## config.mk

```make
export PLATFORM = sky130hd
export DESIGN_NAME = layer_fetch_sequencer
export DESIGN_NICKNAME = d
export VERILOG_FILES = /design/src/rtl/layer_fetch_sequencer_pkg.sv /design/src/rtl/layer_fetch_sequencer_fetch_addr_lane.sv /design/src/rtl/layer_fetch_sequencer.sv
export SDC_FILE = /design/constraint.sdc
export NUM_CORES = 1
export LEC_CHECK = 0
export CORE_ASPECT_RATIO = 1.5
export CORE_MARGIN = 4
export CORE_UTILIZATION = 43
export DETAILED_ROUTE_END_ITERATION = 8
export GPL_ROUTABILITY_DRIVEN = 0
export PLACE_DENSITY = 0.66
export SYNTH_ARGS = -nofsm -noshare
export SYNTH_HDL_FRONTEND = slang
export SYNTH_SLANG_ARGS = --single-unit
```

## constraint.sdc

```tcl
create_clock -name clock_mem -period 18.2 [get_ports clock_mem]
set_input_delay 1.82 -clock clock_mem [delete_from_list [all_inputs] [get_ports clock_mem]]
set_output_delay 1.82 -clock clock_mem [all_outputs]
set_load 0.02 [all_outputs]
```

## src/rtl/layer_fetch_sequencer_pkg.sv

```systemverilog
// Shared constants, state encoding and the lane-offset helper for the
// layer fetch sequencer.
package layer_fetch_sequencer_pkg;

  localparam int N_LANES    = 10;
  localparam int ADDR_W     = 16;
  localparam int DATA_W     = 16;
  localparam int CNT_W      = 16;
  localparam int LANE_IDX_W = 4;

  typedef enum logic [1:0] {
    IDLE,
    ISSUE,
    DRAIN,
    DONE
  } state_t;

  // k * n by shift-add over the bits of the lane index; with a constant
  // lane index this folds down to a few adders, so no multiplier is needed.
  function automatic logic [ADDR_W-1:0] lane_offset(input logic [LANE_IDX_W-1:0] lane,
                                                    input logic [CNT_W-1:0]      n);
    logic [ADDR_W-1:0] acc;
    acc = '0;
    for (int i = 0; i < LANE_IDX_W; i++) begin
      if (lane[i]) begin
        acc = acc + (ADDR_W'(n) << i);
      end
    end
    return acc;
  endfunction

endpackage

```

## src/rtl/layer_fetch_sequencer_fetch_addr_lane.sv

```systemverilog
// One address lane: loadable incrementer that wraps modulo 2^ADDR_W.
module fetch_addr_lane
  import layer_fetch_sequencer_pkg::*;
(
  input  logic              clock_mem,
  input  logic              rst,
  input  logic              load,
  input  logic [ADDR_W-1:0] load_value,
  input  logic              inc,
  output logic [ADDR_W-1:0] addr
);

  // Load wins over increment; otherwise step by one on every issued read.
  always_ff @(posedge clock_mem or posedge rst) begin
    if (rst) begin
      addr <= '0;
    end else if (load) begin
      addr <= load_value;
    end else if (inc) begin
      addr <= addr + ADDR_W'(1);
    end
  end

endmodule

```

## src/rtl/layer_fetch_sequencer.sv

```systemverilog
// Read initiator for one 10-neuron tile of a fully connected layer.
// The memory's held output registers are the only storage for the beat in
// flight, so a new read is issued only when that beat is absent or being
// consumed in the same cycle.
module layer_fetch_sequencer
  import layer_fetch_sequencer_pkg::*;
(
  input  logic                      clock_mem,
  input  logic                      rst,
  input  logic                      start,
  input  logic [ADDR_W-1:0]         x_base,
  input  logic [ADDR_W-1:0]         w_base,
  input  logic [ADDR_W-1:0]         b_base,
  input  logic [CNT_W-1:0]          n_inputs,
  input  logic                      acc_ready,
  output logic                      mem_rd_en,
  output logic [ADDR_W-1:0]         x_addr,
  output logic [N_LANES*ADDR_W-1:0] w_addr,
  output logic [N_LANES*ADDR_W-1:0] b_addr,
  output logic                      out_valid,
  output logic                      out_first,
  output logic                      out_last,
  output logic                      busy,
  output logic                      done
);

  state_t           state;
  logic [CNT_W-1:0] n_reg;
  logic [CNT_W-1:0] beat;
  logic             load;
  logic             consume;
  logic             last_issue;

  assign load       = (state == IDLE) && start;
  assign mem_rd_en  = (state == ISSUE) && (!out_valid || acc_ready);
  assign consume    = out_valid && acc_ready;
  assign last_issue = (beat == n_reg - CNT_W'(1));

  fetch_addr_lane u_x_lane (
    .clock_mem  (clock_mem),
    .rst        (rst),
    .load       (load),
    .load_value (x_base),
    .inc        (mem_rd_en),
    .addr       (x_addr)
  );

  for (genvar k = 0; k < N_LANES; k++) begin : g_w_lane
    fetch_addr_lane u_w_lane (
      .clock_mem  (clock_mem),
      .rst        (rst),
      .load       (load),
      .load_value (w_base + lane_offset(LANE_IDX_W'(k), n_inputs)),
      .inc        (mem_rd_en),
      .addr       (w_addr[k*ADDR_W +: ADDR_W])
    );
  end

  // Tile sequencing: capture at start, issue beats, wait for the last beat
  // to be consumed, then pulse done for one cycle.
  always_ff @(posedge clock_mem or posedge rst) begin
    if (rst) begin
      state     <= IDLE;
      n_reg     <= '0;
      beat      <= '0;
      b_addr    <= '0;
      out_valid <= 1'b0;
      out_first <= 1'b0;
      out_last  <= 1'b0;
      busy      <= 1'b0;
      done      <= 1'b0;
    end else begin
      done <= 1'b0;
      case (state)
        IDLE: begin
          if (start) begin
            n_reg     <= n_inputs;
            beat      <= '0;
            busy      <= 1'b1;
            out_valid <= 1'b0;
            out_first <= 1'b0;
            out_last  <= 1'b0;
            for (int k = 0; k < N_LANES; k++) begin
              b_addr[k*ADDR_W +: ADDR_W] <= b_base + ADDR_W'(k);
            end
            state <= (n_inputs == '0) ? DONE : ISSUE;
          end
        end
        ISSUE: begin
          if (mem_rd_en) begin
            beat      <= beat + CNT_W'(1);
            out_valid <= 1'b1;
            out_first <= (beat == '0);
            out_last  <= last_issue;
            if (last_issue) begin
              state <= DRAIN;
            end
          end else if (consume) begin
            out_valid <= 1'b0;
            out_first <= 1'b0;
            out_last  <= 1'b0;
          end
        end
        DRAIN: begin
          if (consume) begin
            out_valid <= 1'b0;
            out_first <= 1'b0;
            out_last  <= 1'b0;
            state     <= DONE;
          end
        end
        DONE: begin
          done  <= 1'b1;
          busy  <= 1'b0;
          state <= IDLE;
        end
        default: begin
          state <= IDLE;
        end
      endcase
    end
  end

endmodule

```

==> results.txt, run 1 <==
* Worst setup skew after layout: 31.9 ps
- Internal cell power: 2850 µW
- In this run, distinct cell masters in the synthesized netlist total 72.
* Fraction of power consumed by the clock network: 16.3%
* Post-layout power: 5160 µW
- Buffers placed on the I/O ports in this run total 409.
- After synthesis the netlist holds a flip-flop and latch count of 359.
- Crit path time final: 6340 ps
* Largest reg by FF count: g_w_lane.u_w_lane.addr
- The slowest stage of the critical path is the clkdlybuf4s50_1 cell.
- The register with the most flip-flops in the layout has 160 of them.
- On the critical path the largest part of the delay comes from adder cells.
- Number of hold buffers added after CTS: 0
* Number of max-capacitance violations reported: 0
- Setup repair after global routing left no endpoint under its margin.
- Count of mapped cells out of synthesis: 2927
- Slew at the pin closest to its max-slew limit: 1210 ps
- Top fanout value on the critical path: 10
- The die covers 0.0635 mm².
- Number of top-level design ports: 410
- Once detail routing completed, the nets flagged for antenna violations numbered 0.
- Number of iterations in the first detailed-routing pass: 7
- In the final layout, the share of cells above drive strength 1 is 4.23%.
* Design Area, Final: 0.0317 mm²
- Area share of the leading cell type in the synthesized netlist: 35.2%
- Tightest slew margin relative to the limit: 19.5%
* Share of flip-flops with an asynchronous set or reset: 100%
- After detailed routing, the number of remaining DRC violations is 0.
- Number of buffers on the longest clock path: 3
- Summing every instance area after synthesis gives 0.0256 mm².
- After floorplanning, the core was sized to cover 0.0589 mm².
* HPWL Detailed: 65400 µm
- In this run, synthesis inferred 0 flip-flops with an integrated enable.
- Number of filler cells placed in the layout: 5474
* Number of setup violations in the final report: 0
- Sum of buffers and inverters on the critical path: 1
* Max Slew Vio Count: 0
- Dividing the detail-routed via count by the number of cells gives 5.59.
- WP data arrival: 6750 ps
* Registers with the most flip-flops: g_w_lane.u_w_lane.addr x160, b_addr x144
- Worst reg-to-reg path cell count: 8
* Global Route Usage Sum: 26.8%
* Nets in the synthesized netlist: 3233
- STA puts the critical path data required time at 18610 ps.
- Measured along the y axis, the die boundary spans 307 µm.
* Count of cells along the worst hold path: 2
- Of the total power, combinational logic draws 53.2%.
- TritonCTS built the clock tree.
- Library cell used as clock root buffer: clkbuf_16
* Via count of the first global-routing pass: 23300
* Critical path cell sequence: clkdlybuf4s50_1 > ha_1 > fa_1 > a21o_1 > nand4_1 > a31oi_1 > a21oi_1 > nor2_1 > nor2_1 > o21ai_0 > xnor2_1 > fa_1 > ha_1 > and2_1 > a221oi_1 > o31ai_1 > a21oi_1 > xnor2_1 > xnor2_1 > a21oi_1
* Dominant register cell in the synthesized netlist: dfrtp_1
* Initial antenna violation count: 3
- For this run, the number of Yosys warnings is 0.
- Critical Path Sink Type: flip-flop
- The floorplan has 109 rows.
* Initial Utilization: 43.4%
- Maximum operating frequency: 158 MHz
- Maximum number of pins on one net before global-route repair: 273
* Power density normalized to cell area: 163 mW/mm²
- Via count: 22900
* Path category of the worst min-delay check: flip-flop to flip-flop
- CP peak stage delay: 700 ps
- Summed over all instances, the cell type with the most area after synthesis is dfrtp_1.
* Peak supply drop: 0.000101 V
- Inserted Clock Buffers: 40
- Relative to the synthesized area, the layout overhead comes to 24.2%.
* Reported leakage power: 0.0134 µW
- Placed Instance Area: 0.0304 mm²
- Of the synthesized area, sequential elements account for 35.2%.
* Clock-pin slew on the worst setup and hold paths: 60 ps
- Setup total negative slack: 0 ps
- Logic depth of the worst path, buffers included: 20
- The H-tree generated during clock tree synthesis spans 2 levels.
* Nets: 3589
- The first global-routing pass estimated 135000 µm of wire.
- Overall overflow remaining after global route: 0
* Overall routed net length: 87700 µm
- Net switching is 44.8% of the power.
- Post-CTS sizing: 0
- STA classifies the critical path startpoint as an input port.
- The die is 207 µm wide.
- The average instance in the mapped netlist occupies 8.73 µm².
- Dividing the detail-routed wire length by the instance count gives 21.4 µm.
* Number of clock sinks seen by CTS: 359
* Final hold violation count: 0
- The run finished with clean final reports.
- Net Switching: 2310 µW
- The worst path uses 34.8% of the clock period.
* Seq pwr share: 30.5%
* Critical path start-end classification: input port to flip-flop
- Cells taking the most area after synthesis: dfrtp_1 35%, ha_1 8.6%, xnor2_1 7.8%, xor2_1 6.9%, nand2_1 6.8%
* Initial DRC Count: 1337
- Clock Latency Late Sink: 580 ps
* Post-CTS setup buffers: 0
[power groups by stage]
stage	sequential (µW)	clock (µW)	combinational, µW
2_1_floorplan	1890	0	1190
3_3_place_gp	1570	0	2700
3_5_place_dp	1580	0	2740
4_1_cts	1570	863	2760
5_1_grt	1620	895	2970
6_report	1570	843	2740
[synth_stat cells, drive strengths merged, types with 11 or more instances]
| cell | count |
|---|---|
| nand2 | 465 |
| dfrtp | 359 |
| o21ai | 317 |
| xnor2 | 229 |
| nor2 | 204 |
| xor2 | 200 |
| ha | 176 |
| a21oi | 129 |
| clkbuf | 101 |
| inv | 95 |
| nand3 | 85 |
| nand4 | 67 |
| fa | 62 |
| nor3 | 51 |
| a21o | 44 |
| buf | 38 |
| and3 | 34 |
| a31oi | 29 |
| nand2b | 26 |
| nor2b | 20 |
| o21a | 19 |
| a211oi | 14 |
| nor4 | 12 |
| o21bai | 12 |
| o31ai | 11 |
| or2 | 11 |
[area by class of cell]
class	count	area [µm²]	share of cell area (%)
Multi-Input combinational cell	2332	15600	49.2
Sequential cell	359	8980	28.3
Antenna cell	3	7.51	0.0237
Clock buffer	60	1220	3.84
Timing Repair Buffer	453	4450	14.0
Clock inverter	11	119	0.375
Inverter	97	372	1.17
Tap cell	777	972	3.06
[routing by layer]
metal  up-vias  GRT usage (%)  share of wire (%)
met5         -              0                  0
met4         0           14.7                6.3
met3       228           5.13                6.5
met2       845           47.3                 50
met1     11100           30.5                 37
li1      10700              -                  -
[final timing paths]
path | start | endpoint | slack (ps)
max | n_inputs[0] | g_w_lane[7].u_w_lane.addr[15]$_DFFE_PP0P_ | 11860
min reg2reg | b_addr[4]$_DFFE_PP0P_ | b_addr[4]$_DFFE_PP0P_ | 470
max reg2reg | state[1]$_DFFE_PP0P_ | g_w_lane[2].u_w_lane.addr[15]$_DFFE_PP0P_ | 14060
min in group asynchronous | rst | b_addr[37]$_DFFE_PP0P_ | 1820
min | b_addr[4]$_DFFE_PP0P_ | b_addr[4]$_DFFE_PP0P_ | 470
max in group asynchronous | rst | out_first$_DFFE_PP0P_ | 14710
[cell usage in the layout, fill, tap and decap left out, drive strengths merged, types with 96 or more instances in the layout]
cell           netlist  routed
a21oi              129     129
clkdlybuf4s50        0     409
dfrtp              359     359
ha                 176     176
inv                 95      96
nand2              465     465
nor2               204     204
o21ai              317     317
xnor2              229     229
xor2               200     200
[worst register-to-register path: cells and delay by family, from the launching register on]
| kind | cells | cell delay, ps |
|---|---|---|
| buffers and inverters | 3 | 1770 |
| AOI/OAI and AO/OA | 1 | 130 |
| adders and majority gates | 1 | 380 |
| and+or+nand+nor | 3 | 1310 |
| DFF | 1 | 450 |
[through the flow]
stage	hold WS, ps	util (%)	worst slack, ps	cells
CTS	476	53.9	11980	4089
finish	474	53.9	11860	4092
floorplan	470	-	6420	2927
global route	492	53.9	11570	4091
detailed placement	462	51.6	11410	4018
global placement	457	51.6	11560	4018
[cell families after synthesis]
kind of cell,count (synthesis),share of synthesized area (%)
AOI/OAI and AO/OA,641,14.6
xor gates and xnor gates,429,14.7
adders and majority gates,238,13.5
buffers and inverters,236,3.77
DFF,359,35.2
muxes,5,0.206
and+or+nand+nor,1019,18.0
Note: power is estimated with default switching activity, not from simulation.
==> inputs of run 2 (changes only) <==
--- a/config.mk
+++ b/config.mk
@@ -10,7 +10,7 @@
 export CORE_UTILIZATION = 43
 export DETAILED_ROUTE_END_ITERATION = 8
 export GPL_ROUTABILITY_DRIVEN = 0
-export PLACE_DENSITY = 0.66
+export PLACE_DENSITY = 0.69
 export SYNTH_ARGS = -nofsm -noshare
 export SYNTH_HDL_FRONTEND = slang
 export SYNTH_SLANG_ARGS = --single-unit
==> constraint.sdc (replaced) <==
create_clock -name clock_mem -period 5.75 [get_ports clock_mem]
set_input_delay 0.575 -clock clock_mem [delete_from_list [all_inputs] [get_ports clock_mem]]
set_output_delay 0.575 -clock clock_mem [all_outputs]
set_load 0.02 [all_outputs]
==> run 2 against run 1 <==
Non-clock buffer count grew 1. Global-route usage is 0.20 points higher. Critical path depth did not move. Worst setup slack got worse by 11000 ps. Clock skew increased by 3.1 ps. Total power grew to 3.2 times the previous value. First-iteration DRC count increased by 16%. Critical endpoint unchanged. Largest cell class unchanged.
==> results.txt, run 2 (synthesis results as in run 1) <==
- Outcome: completed
* Nets: 3590 (+0.028%)
- Number of hold buffers added after CTS: 0 (unchanged)
* Die Footprint: 0.0635 mm² (unchanged)
- The insertion delay of the later-clocked pin in the worst-skew pair is 570 ps (about the same).
- Inserted Clock Buffers: 40 (unchanged)
- Ranked by flip-flop count, first place goes to g_w_lane.u_w_lane.addr.
* Number of clock sinks seen by CTS: 359 (unchanged)
- Maximum operating frequency: 205 MHz
- The overall global routing resource usage was 27.0% (+0.20 points).
* Tightest slew margin relative to the limit: 27.4% (+7.9 points)
- Critical path cell sequence: clkdlybuf4s50_1 > ha_1 > fa_1 > a21o_1 > nand4_1 > a31oi_1 > a21oi_1 > nor2_1 > nor2_1 > o21ai_0 > xnor2_1 > fa_1 > ha_1 > and2_1 > a221oi_1 > o31ai_1 > a21oi_1 > xnor2_1 > xnor2_1 > a21oi_1
* Port buffer count: 409 (unchanged)
- The final number of hold-violating endpoints came to 0 (unchanged).
- Number of top-level design ports: 410 (unchanged)
* Critical path's top delay family: adder cells
- Critical Path Sink Type: flip-flop
- Hold_ws: 474 ps (+0.233 ps)
- The via count came to 22700 (-0.86%).
* DRC Markers: 0 (unchanged)
- Design Area, Final: 0.0318 mm² (+0.29%)
- In this run the critical register-to-register path is captured at g_w_lane[1].u_w_lane.addr[14]$_DFFE_PP0P_.
* Commonest non-fill, non-tap cells in the layout: 464 x nand2_1, 409 x clkdlybuf4s50_1, 359 x dfrtp_1
- Clock tree from TritonCTS: built
- The global-route wire length before repair is 135000 µm (-0.47%).
- Slew at the pin closest to its max-slew limit: 1080 ps (-122 ps)
* Routed len/inst: 21.6 µm (+0.68%)
* Number of max-capacitance violations reported: 0 (unchanged)
- The buffer and inverter count on the worst path is 1 (unchanged).
- Reported leakage power: 0.0134 µW (+0.17%)
- Data required time at the worst endpoint: 6160 ps (-12450 ps)
* Area of the core: 0.0589 mm² (unchanged)
- Worst setup skew after layout: 35.1 ps (+3.12 ps)
* Post-DRT Antenna Nets: 0 (unchanged)
- The worst setup path is launched from an input port.
- The peak fanout along the critical path is 6 (-4).
* Overall overflow remaining after global route: 0 (unchanged)
- The cell count of the worst reg-to-reg path was 10 (+2).
- Fraction of the cycle the final worst path needs: 84.6%
- Vertical die dimension: 307 µm (unchanged)
- Launch point of the worst reg-to-reg path: state[1]$_DFFE_PP0P_
- Post-CTS sizing: 0 (unchanged)
* Setup slack, reg-to-reg: 2590 ps (-11470 ps)
- Library cell used as clock root buffer: clkbuf_16
* Area growth syn-to-layout: 24.6%
* Initial antenna violation count: 6 (+3)
* Via count of the first global-routing pass: 22500 (-3.4%)
- The worst path needs 4870 ps of the cycle, external delays included.
- Power density normalized to cell area: 517 mW/mm² (+220%)
* Cell with the largest stage delay on the worst path: clkdlybuf4s50_1
- Avg Vias per Cell: 5.54 (-0.93%)
* Most frequent standard cell in the layout excluding fill and tap cells: nand2_1
- Peak supply drop: 0.000344 V (+240%)
- Number of iterations in the first detailed-routing pass: 5 (-2)
* Initial Utilization: 43.4% (unchanged)
- Placed Instance Area: 0.0304 mm² (about the same)
- The largest stage delay on the critical path came to 620 ps (-80 ps).
- The flip-flop count of the largest register after layout came to 160 (unchanged).
* Number of filler cells placed in the layout: 5506 (+0.58%)
- Setup repair after global routing missed its margin: false
- Utilization after layout: 54.0% (+0.15 points)
- Overall routed net length: 88400 µm (+0.75%)
* Die span in x: 207 µm (unchanged)
- Number of setup violations in the final report: 0 (unchanged)
- Path category of the worst min-delay check: flip-flop to flip-flop
* Number of buffers on the longest clock path: 3 (unchanged)
- WP data arrival: 5280 ps (-1470 ps)
- Number of H-tree branching levels: 2 (unchanged)
* Count of cells along the worst hold path: 2 (unchanged)
* Initial DRC Count: 1554 (+16%)
- The max-slew violation total from the final report came to 0 (unchanged).
- Registers with the most flip-flops: g_w_lane.u_w_lane.addr x160, b_addr x144
- The placed wire-length estimate after detailed placement came to 67900 µm (+3.8%).
* Capture point of the worst path: g_w_lane[7].u_w_lane.addr[15]$_DFFE_PP0P_
* Logic depth of the worst path, buffers included: 20 (unchanged)
- Layout cells sized above 1: 4.28% (+0.058 points)
- Clock-pin slew on the worst setup and hold paths: 70 ps (about the same)
- The critical path is of the input port to flip-flop type.
- The most critical setup path has its startpoint at n_inputs[1].
* Post-CTS setup buffers: 0 (unchanged)
* Maximum number of pins on one net before global-route repair: 196 (-28%)
* Number of standard-cell rows in the floorplan: 109 (unchanged)
- The sum of negative setup slack came to 0 ps (unchanged).
-- run 2: cell types whose count changed in the layout (fill, tap and decap cells not counted) --
cell        change
clkbuf_8        -6
inv_8           -1
bufinv_16       +4
diode_2         +1
buf_4           -1
buf_12          +2
clkinvlp_4      +4
-- run 2: stage by stage --
stage                     cells  total power, µW  setup WS [ps]
after floorplan            2927             9740            363
after global placement     4019            13600            447
after detailed placement   4019            13700            340
after CTS                  4091            16600            933
after global routing       4093            17500            594
final                      4095            16500            883
-- run 2: final cells by class --
class / count / area [µm²] / area share (%)
antenna: 4 / 10.0 / 0.0314
clock buffer: 54 / 1140 / 3.57
clock inverter: 18 / 262 / 0.822
inverter: 97 / 368 / 1.16
multi-input combinational: 2332 / 15600 / 49.1
sequential: 359 / 8980 / 28.2
tap: 777 / 972 / 3.05
timing repair buffer: 454 / 4480 / 14.1
-- run 2: worst register-to-register path: cells and delay by family, from the launching register on --
kind / cells / cell delay [ps]
AOI/OAI and AO/OA: 1 / 80
xor gates and xnor gates: 1 / 140
adders and majority gates: 1 / 350
buffers and inverters: 3 / 860
DFF: 1 / 440
and+or+nand+nor: 4 / 1160
-- run 2: how the worst min path moves through the flow --
stage                                   end  slack [ps]               startpoint
floorplan             n_reg[15]$_DFFE_PP0P_         470    n_reg[15]$_DFFE_PP0P_
global placement      b_addr[7]$_DFFE_PP0P_         460    b_addr[7]$_DFFE_PP0P_
global route        b_addr[111]$_DFFE_PP0P_         500  b_addr[111]$_DFFE_PP0P_
finish                b_addr[9]$_DFFE_PP0P_         470    b_addr[9]$_DFFE_PP0P_
detailed placement    b_addr[9]$_DFFE_PP0P_         460    b_addr[9]$_DFFE_PP0P_
CTS                   b_addr[9]$_DFFE_PP0P_         480    b_addr[9]$_DFFE_PP0P_
-- run 2: metal layers --
layer  track usage, %  part of all wire (%)
met1             30.8                    38
met2             47.7                    50
met3             5.08                   6.3
met4             14.9                   6.6
met5                0                 0.042
-- run 2: report_power, final --
part	switching (µW)	internal, µW
registers	1250	3710
clock network	1140	1660
logic	4940	3760
